<file path="src/rtl/issue_stage.sv">
// Decode-to-execute issue stage: regfile read, N-source forwarding, load-use scoreboard,
// branch/jump resolution with fetch redirect, and a registered D/E latch with valid/ready.
module issue_stage #(
    parameter int unsigned XLEN     = 64,
    parameter int unsigned NFWD     = 3,
    parameter int unsigned LOAD_LAT = 2,
    parameter int unsigned CTLW     = 16
) (
    input  logic                 clk,
    input  logic                 resetn,
    input  logic                 in_valid,
    output logic                 in_ready,
    input  logic [XLEN-1:0]      in_pc,
    input  logic [4:0]           in_ra1,
    input  logic [4:0]           in_ra2,
    input  logic [4:0]           in_rd,
    input  logic                 in_regwrite,
    input  logic                 in_memread,
    input  logic                 in_useimm,
    input  logic [XLEN-1:0]      in_imm,
    input  logic [3:0]           in_br,
    input  logic [CTLW-1:0]      in_ctl,
    output logic [4:0]           ra1,
    output logic [4:0]           ra2,
    input  logic [XLEN-1:0]      rd1,
    input  logic [XLEN-1:0]      rd2,
    input  logic [NFWD-1:0]      fwd_valid,
    input  logic [5*NFWD-1:0]    fwd_wa,
    input  logic [XLEN*NFWD-1:0] fwd_data,
    output logic                 out_valid,
    input  logic                 out_ready,
    output logic [XLEN-1:0]      out_pc,
    output logic [XLEN-1:0]      out_srca,
    output logic [XLEN-1:0]      out_srcb,
    output logic [XLEN-1:0]      out_wd,
    output logic [4:0]           out_rd,
    output logic                 out_regwrite,
    output logic                 out_memread,
    output logic [CTLW-1:0]      out_ctl,
    output logic                 redirect_valid,
    output logic [XLEN-1:0]      redirect_pc
);

    localparam logic [3:0] BrBeq  = 4'd1;
    localparam logic [3:0] BrBne  = 4'd2;
    localparam logic [3:0] BrBlt  = 4'd3;
    localparam logic [3:0] BrBge  = 4'd4;
    localparam logic [3:0] BrBltu = 4'd5;
    localparam logic [3:0] BrBgeu = 4'd6;
    localparam logic [3:0] BrJal  = 4'd7;
    localparam logic [3:0] BrJalr = 4'd8;

    logic [2:0]      r_cnt [32];
    logic            r_out_valid;
    logic [XLEN-1:0] r_out_pc, r_out_srca, r_out_srcb, r_out_wd;
    logic [4:0]      r_out_rd;
    logic            r_out_regwrite, r_out_memread;
    logic [CTLW-1:0] r_out_ctl;
    logic            r_redirect_valid;
    logic [XLEN-1:0] r_redirect_pc;

    logic [XLEN-1:0] w_srca, w_wd, w_srcb, w_jalr_sum, w_target;
    logic            w_hazard, w_adv, w_fire, w_taken, w_lt_s, w_lt_u;

    // Lowest-index matching source wins; x0 always reads as zero.
    function automatic logic [XLEN-1:0] f_fwd(input logic [4:0] ra, input logic [XLEN-1:0] rf);
        logic [XLEN-1:0] v;
        logic            found;
        v     = rf;
        found = 1'b0;
        for (int i = 0; i < int'(NFWD); i++) begin
            if (!found && fwd_valid[i] && fwd_wa[5*i +: 5] == ra) begin
                v     = fwd_data[XLEN*i +: XLEN];
                found = 1'b1;
            end
        end
        if (ra == 5'd0) v = '0;
        return v;
    endfunction

    assign ra1    = in_ra1;
    assign ra2    = in_ra2;
    assign w_srca = f_fwd(in_ra1, rd1);
    assign w_wd   = f_fwd(in_ra2, rd2);
    assign w_srcb = in_useimm ? in_imm : w_wd;

    assign w_hazard = in_valid && ((in_ra1 != 5'd0 && r_cnt[in_ra1] != 3'd0) ||
                                   (in_ra2 != 5'd0 && r_cnt[in_ra2] != 3'd0));
    assign w_adv    = !r_out_valid || out_ready;
    assign in_ready = r_redirect_valid || (w_adv && !w_hazard);
    assign w_fire   = in_valid && in_ready && !r_redirect_valid;

    assign w_lt_s     = $signed(w_srca) < $signed(w_wd);
    assign w_lt_u     = w_srca < w_wd;
    assign w_jalr_sum = w_srca + in_imm;
    assign w_target   = (in_br == BrJalr) ? {w_jalr_sum[XLEN-1:1], 1'b0} : in_pc + in_imm;

    always_comb begin
        w_taken = 1'b0;
        case (in_br)
            BrBeq:         w_taken = (w_srca == w_wd);
            BrBne:         w_taken = (w_srca != w_wd);
            BrBlt:         w_taken = w_lt_s;
            BrBge:         w_taken = !w_lt_s;
            BrBltu:        w_taken = w_lt_u;
            BrBgeu:        w_taken = !w_lt_u;
            BrJal, BrJalr: w_taken = 1'b1;
            default:       w_taken = 1'b0;
        endcase
    end

    always_ff @(posedge clk or negedge resetn) begin
        if (!resetn) begin
            r_out_valid      <= 1'b0;
            r_out_pc         <= '0;
            r_out_srca       <= '0;
            r_out_srcb       <= '0;
            r_out_wd         <= '0;
            r_out_rd         <= '0;
            r_out_regwrite   <= 1'b0;
            r_out_memread    <= 1'b0;
            r_out_ctl        <= '0;
            r_redirect_valid <= 1'b0;
            r_redirect_pc    <= '0;
        end else begin
            if (w_fire) begin
                r_out_valid    <= 1'b1;
                r_out_pc       <= in_pc;
                r_out_srca     <= w_srca;
                r_out_srcb     <= w_srcb;
                r_out_wd       <= w_wd;
                r_out_rd       <= in_rd;
                r_out_regwrite <= in_regwrite;
                r_out_memread  <= in_memread;
                r_out_ctl      <= in_ctl;
            end else if (out_ready) begin
                r_out_valid <= 1'b0;
            end
            r_redirect_valid <= w_fire && w_taken;
            if (w_fire && w_taken) r_redirect_pc <= w_target;
        end
    end

    // Counters only age while execute drains; a fresh load on the same register wins.
    always_ff @(posedge clk or negedge resetn) begin
        if (!resetn) begin
            for (int i = 0; i < 32; i++) r_cnt[i] <= '0;
        end else begin
            for (int i = 1; i < 32; i++) begin
                if (w_fire && in_memread && in_regwrite && in_rd == 5'(i)) begin
                    r_cnt[i] <= 3'(LOAD_LAT);
                end else if (r_cnt[i] != 3'd0 && out_ready) begin
                    r_cnt[i] <= r_cnt[i] - 3'd1;
                end
            end
        end
    end

    assign out_valid      = r_out_valid;
    assign out_pc         = r_out_pc;
    assign out_srca       = r_out_srca;
    assign out_srcb       = r_out_srcb;
    assign out_wd         = r_out_wd;
    assign out_rd         = r_out_rd;
    assign out_regwrite   = r_out_regwrite;
    assign out_memread    = r_out_memread;
    assign out_ctl        = r_out_ctl;
    assign redirect_valid = r_redirect_valid;
    assign redirect_pc    = r_redirect_pc;

endmodule

</file>
<file path="config.mk">
export PLATFORM = sky130hd
export DESIGN_NAME = issue_stage
export DESIGN_NICKNAME = d
export VERILOG_FILES = /design/src/rtl/issue_stage.sv
export SDC_FILE = /design/constraint.sdc
export NUM_CORES = 2
export LEC_CHECK = 0
export BUFFER_PORTS_ARGS = -buffer_cell sky130_fd_sc_hd__buf_2
export CORE_AREA = 2 2 333 335
export CTS_CLUSTER_SIZE = 14
export DETAILED_ROUTE_END_ITERATION = 10
export DIE_AREA = 0 0 335 337
export MAX_ROUTING_LAYER = met4
export SETUP_SLACK_MARGIN = 0.15
export SYNTH_ARGS = -nofsm -noshare
export SYNTH_HDL_FRONTEND = slang
export SYNTH_SLANG_ARGS = --single-unit
</file>
<file path="constraint.sdc">
create_clock -name clk -period 4.44 [get_ports clk]
set_clock_uncertainty 0.05 [all_clocks]
set_input_delay 0.222 -clock clk [delete_from_list [all_inputs] [get_ports clk]]
set_output_delay 0.222 -clock clk [all_outputs]
set_load 0.005 [all_outputs]
</file>
==> summary.md <==
| Metric | Value |
|---|---|
| Worst setup slack for register-to-register paths | `470 ps` |
| Highest fanout seen on the critical path | `17` |
| H-tree lvl count | `2` |
| Leakage power of the design | `25.1 nW` |
| Predominant post-synthesis flop cell | `dfrtp_1` |
| Initial antenna violation count | `71` |
| Mapped Cells | `3909` |
| Outcome | `finished, violations left` |
| Final critical path time including I/O delays and setup | `4860 ps` |
| Share of layout cells above drive strength 1 | `40.4%` |
| First-pass DRT Iterations | `6` |
| Reg clk slew, reported paths | `60 ps` |
| Total of fill cells in the finished design | `10500` |
| Count of buffers inserted at the top-level ports | `863` |
| Starting utilization of the core area | `30.3%` |
| Iter 0 DRT Violations | `2882` |
| Arrival time worst endpoint | `5310 ps` |
| Worst Reg2Reg Path Length in Cells | `13` |
| Violations in the final reports | `setup timing` |
| Library cell occupying the most area in the post-synthesis netlist | `dfrtp_1` |
| Growth of design area from synthesis to finish | `55.7%` |
| Routed length per instance | `25.0 um` |
| Number of placed instances with taps included | `6632` |
| Placeable core area | `0.110 sq mm` |
| Class of the tightest hold or removal check | `in2reg` |
| Crit Path Category | `in2reg` |
| Crit path capture | `out_srcb[29]$_DFFE_PN0P_` |
| Most frequent CP cell | `buf_4` |
| Synth top cells by count | `nor2_1 (455), dfrtp_1 (438), a21oi_1 (396)` |
| Total congestion overflow after global routing | `0` |
| Launch point of the worst hold path | `in_imm[57]` |
| Critical Path Slowest Stage Cell | `nor4_4` |
| Max-cap violations | `0` |
| Nets in the synthesized netlist | `4668` |
| Overall die width | `335 um` |
| Clock sinks | `438` |
| Number of flops mapped to enable cells by yosys | `0` |
| Via count of the first global-routing pass | `37400` |
| Req. time, crit path | `4890 ps` |
| Post-synth cell types | `85` |
| Total of endpoints with negative setup slack in the final report | `70` |
| Area share of the largest cell type after synthesis | `33.0%` |
| Crit path from | `in_ra2[0]` |
| Total of flip-flops plus latches after synthesis | `438` |
| Unrepaired setup endpoints after global routing | `true` |
| Category of the worst setup path capture point | `flip-flop` |
| Half-perimeter wire length after detailed placement | `139000 um` |
| Ratio of final minimum period to clock period | `109%` |
| Worst-Skew Late Latency | `670 ps` |
| Count of pins over their slew limit | `0` |
| Endpoint of the worst-slack reg-to-reg timing path | `r_cnt[89]$_DFFE_PN0P_` |
| Cell at the root of the clock tree | `clkbuf_16` |
| Drt drc | `0` |
| Launching element type of the critical path | `input port` |
| Die outline area | `0.113 sq mm` |
| CTS buffer count | `55` |
| TritonCTS clock tree | `done` |
| Start of the worst register-to-register path | `r_cnt[4]$_DFFE_PN0P_` |
| Worst Tran Pin Value | `1140 ps` |
| Sequential-to-total area share from yosys stat | `33.0%` |
| Proportion of synthesized flip-flops having asynchronous set or reset | `100%` |
| Via total after detailed routing | `38300` |
| Cells taking the most area after synthesis | `dfrtp_1 (33%), ha_1 (9.4%), a21oi_1 (6.0%)` |
| Mean area per synthesized cell | `8.50 sq um` |
| Most frequent cell after synthesis | `nor2_1` |
| Buffer depth of the longest clock path | `3` |
| Post-Route WL | `180000 um` |
| Final worst-path setup slack | `-421 ps` |
| Normalized max-slew margin | `24.0%` |
| Total global routing track utilization | `31.3%` |
| Sequential cell area in the final layout | `0.0110 sq mm` |
| Number of antenna-violating nets in the routed design | `0` |
| Worst IR Drop VDD | `0.362 mV` |
| Max Freq | `206 MHz` |
| Number of top-level design ports | `864` |
| Mean number of vias per cell | `5.32` |
| Net total in the final layout | `6423` |
| Area taken by multi-input logic gates | `0.0220 sq mm` |
| Routability-driven placement congestion ratio | `1.02` |
| Largest stage delay on the critical path | `260 ps` |
| YS warnings | `3` |
| Combined area of all synthesized cells | `0.0332 sq mm` |
| Num rows | `122` |
| Die Y | `337 um` |
| Maximum number of pins on one net before global-route repair | `184` |
| Final Util | `47.2%` |
| Final count of hold timing violations | `0` |
| Non-Filler Instances | `7198` |
| Wire length of the first global-routing pass | `253000 um` |
| Power per standard cell area | `421 mW/mm^2` |
-- layout make-up --
cell class | instances | share of cell area (%)
clock buffer | 78 | 3.13
tap | 1426 | 3.45
antenna | 62 | 0.300
sequential | 438 | 21.2
timing repair buffer | 1933 | 27.3
inverter | 195 | 1.42
multi-input combinational | 3041 | 42.5
clock inverter | 25 | 0.754
-- critical path, delay by kind of cell --
family	cells	cell delay (ps)
AOI/OAI and AO/OA	3	290
xor gates and xnor gates	1	150
buffers and inverters	31	3850
and+or+nand+nor	4	530
muxes	1	190
-- cell families after synthesis --
| family | synth area share (%) |
|---|---|
| XOR/XNOR | 4.58 |
| adder cells (fa/ha/maj) | 9.53 |
| AO/OA/AOI/OAI | 21.4 |
| buffers and inverters | 5.25 |
| multiplexers | 11.7 |
| AND/OR/NAND/NOR | 14.6 |
| flip-flops | 33.0 |
-- stage by stage --
stage / area (sq um) / TNS, ps / hold slack, ps / power, mW / worst slack [ps]
6_report: 51800 / -19750 / 21.3 / 21.8 / -421
4_1_cts: 50500 / -7660 / 2.58 / 21.5 / -269
3_5_place_dp: 44000 / -98720 / 284 / 15.8 / -1600
3_3_place_gp: 44000 / -96810 / 280 / 15.6 / -1580
2_1_floorplan: 33600 / -13150 / -124 / 11.3 / -246
5_1_grt: 51700 / -36300 / -7.71 / 23.1 / -657
-- sequential cells by signal, indices dropped and copies added, names as in the netlist, 5 cells and up --
signal	flops
r_cnt	93
out_srca	64
redirect_pc	64
out_wd	64
out_pc	64
out_srcb	64
out_ctl	16
out_rd	5
-- layer usage --
layer	global-route usage [%]	share of wire (%)	vias to the layer above
li1	-	-	17500
met1	39.0	42	18500
met4	14.8	5.4	0
met5	-	0	-
met3	6.52	8.0	439
met2	48.5	45	1813
-- how the worst min path moves through the flow --
stage | to | slack (ps) | cells after the start
floorplan | out_ctl[0]$_DFFE_PN0P_ | -120 | 0
detailed placement | out_ctl[9]$_DFFE_PN0P_ | 280 | 1
CTS | out_srcb[3]$_DFFE_PN0P_ | 3 | 5
finish | out_srcb[57]$_DFFE_PN0P_ | 20 | 3
global placement | out_ctl[9]$_DFFE_PN0P_ | 280 | 1
global route | out_srcb[57]$_DFFE_PN0P_ | -8 | 3
-- power by group --
| group | internal, mW | leakage [nW] | total, mW | switching (mW) |
|---|---|---|---|---|
| clock | 3.03 | 0.981 | 5.09 | 2.07 |
| sequential | 5.69 | 5.24 | 6.85 | 1.15 |
| combinational | 4.75 | 18.8 | 9.88 | 5.13 |
-- what timing repair did --
action | CTS | global route
hold endpoints to repair | 259 | 0
setup endpoints to repair | 65 | 70
cloned | 12 | 2
pin swaps | 60 | 69
setup buffers | 190 | 39
hold buffers | 158 | 0
gates resized for setup | 245 | 174
-- cells in the final DEF, fill, tap and decap left out, types with 57 or more instances in the layout --
cell,n
a211oi_1,102
a21o_1,121
a21oi_1,363
buf_2,854
buf_4,755
buf_6,90
clkbuf_16,57
dfrtp_1,438
diode_2,62
dlygate4sd3_1,158
ha_1,226
inv_1,185
mux2_2,152
mux2i_1,175
nand2_1,353
nor2_1,397
nor3_1,89
o21ai_0,231
xnor2_1,112
No activity file was read; power rests on OpenSTA's default activity.
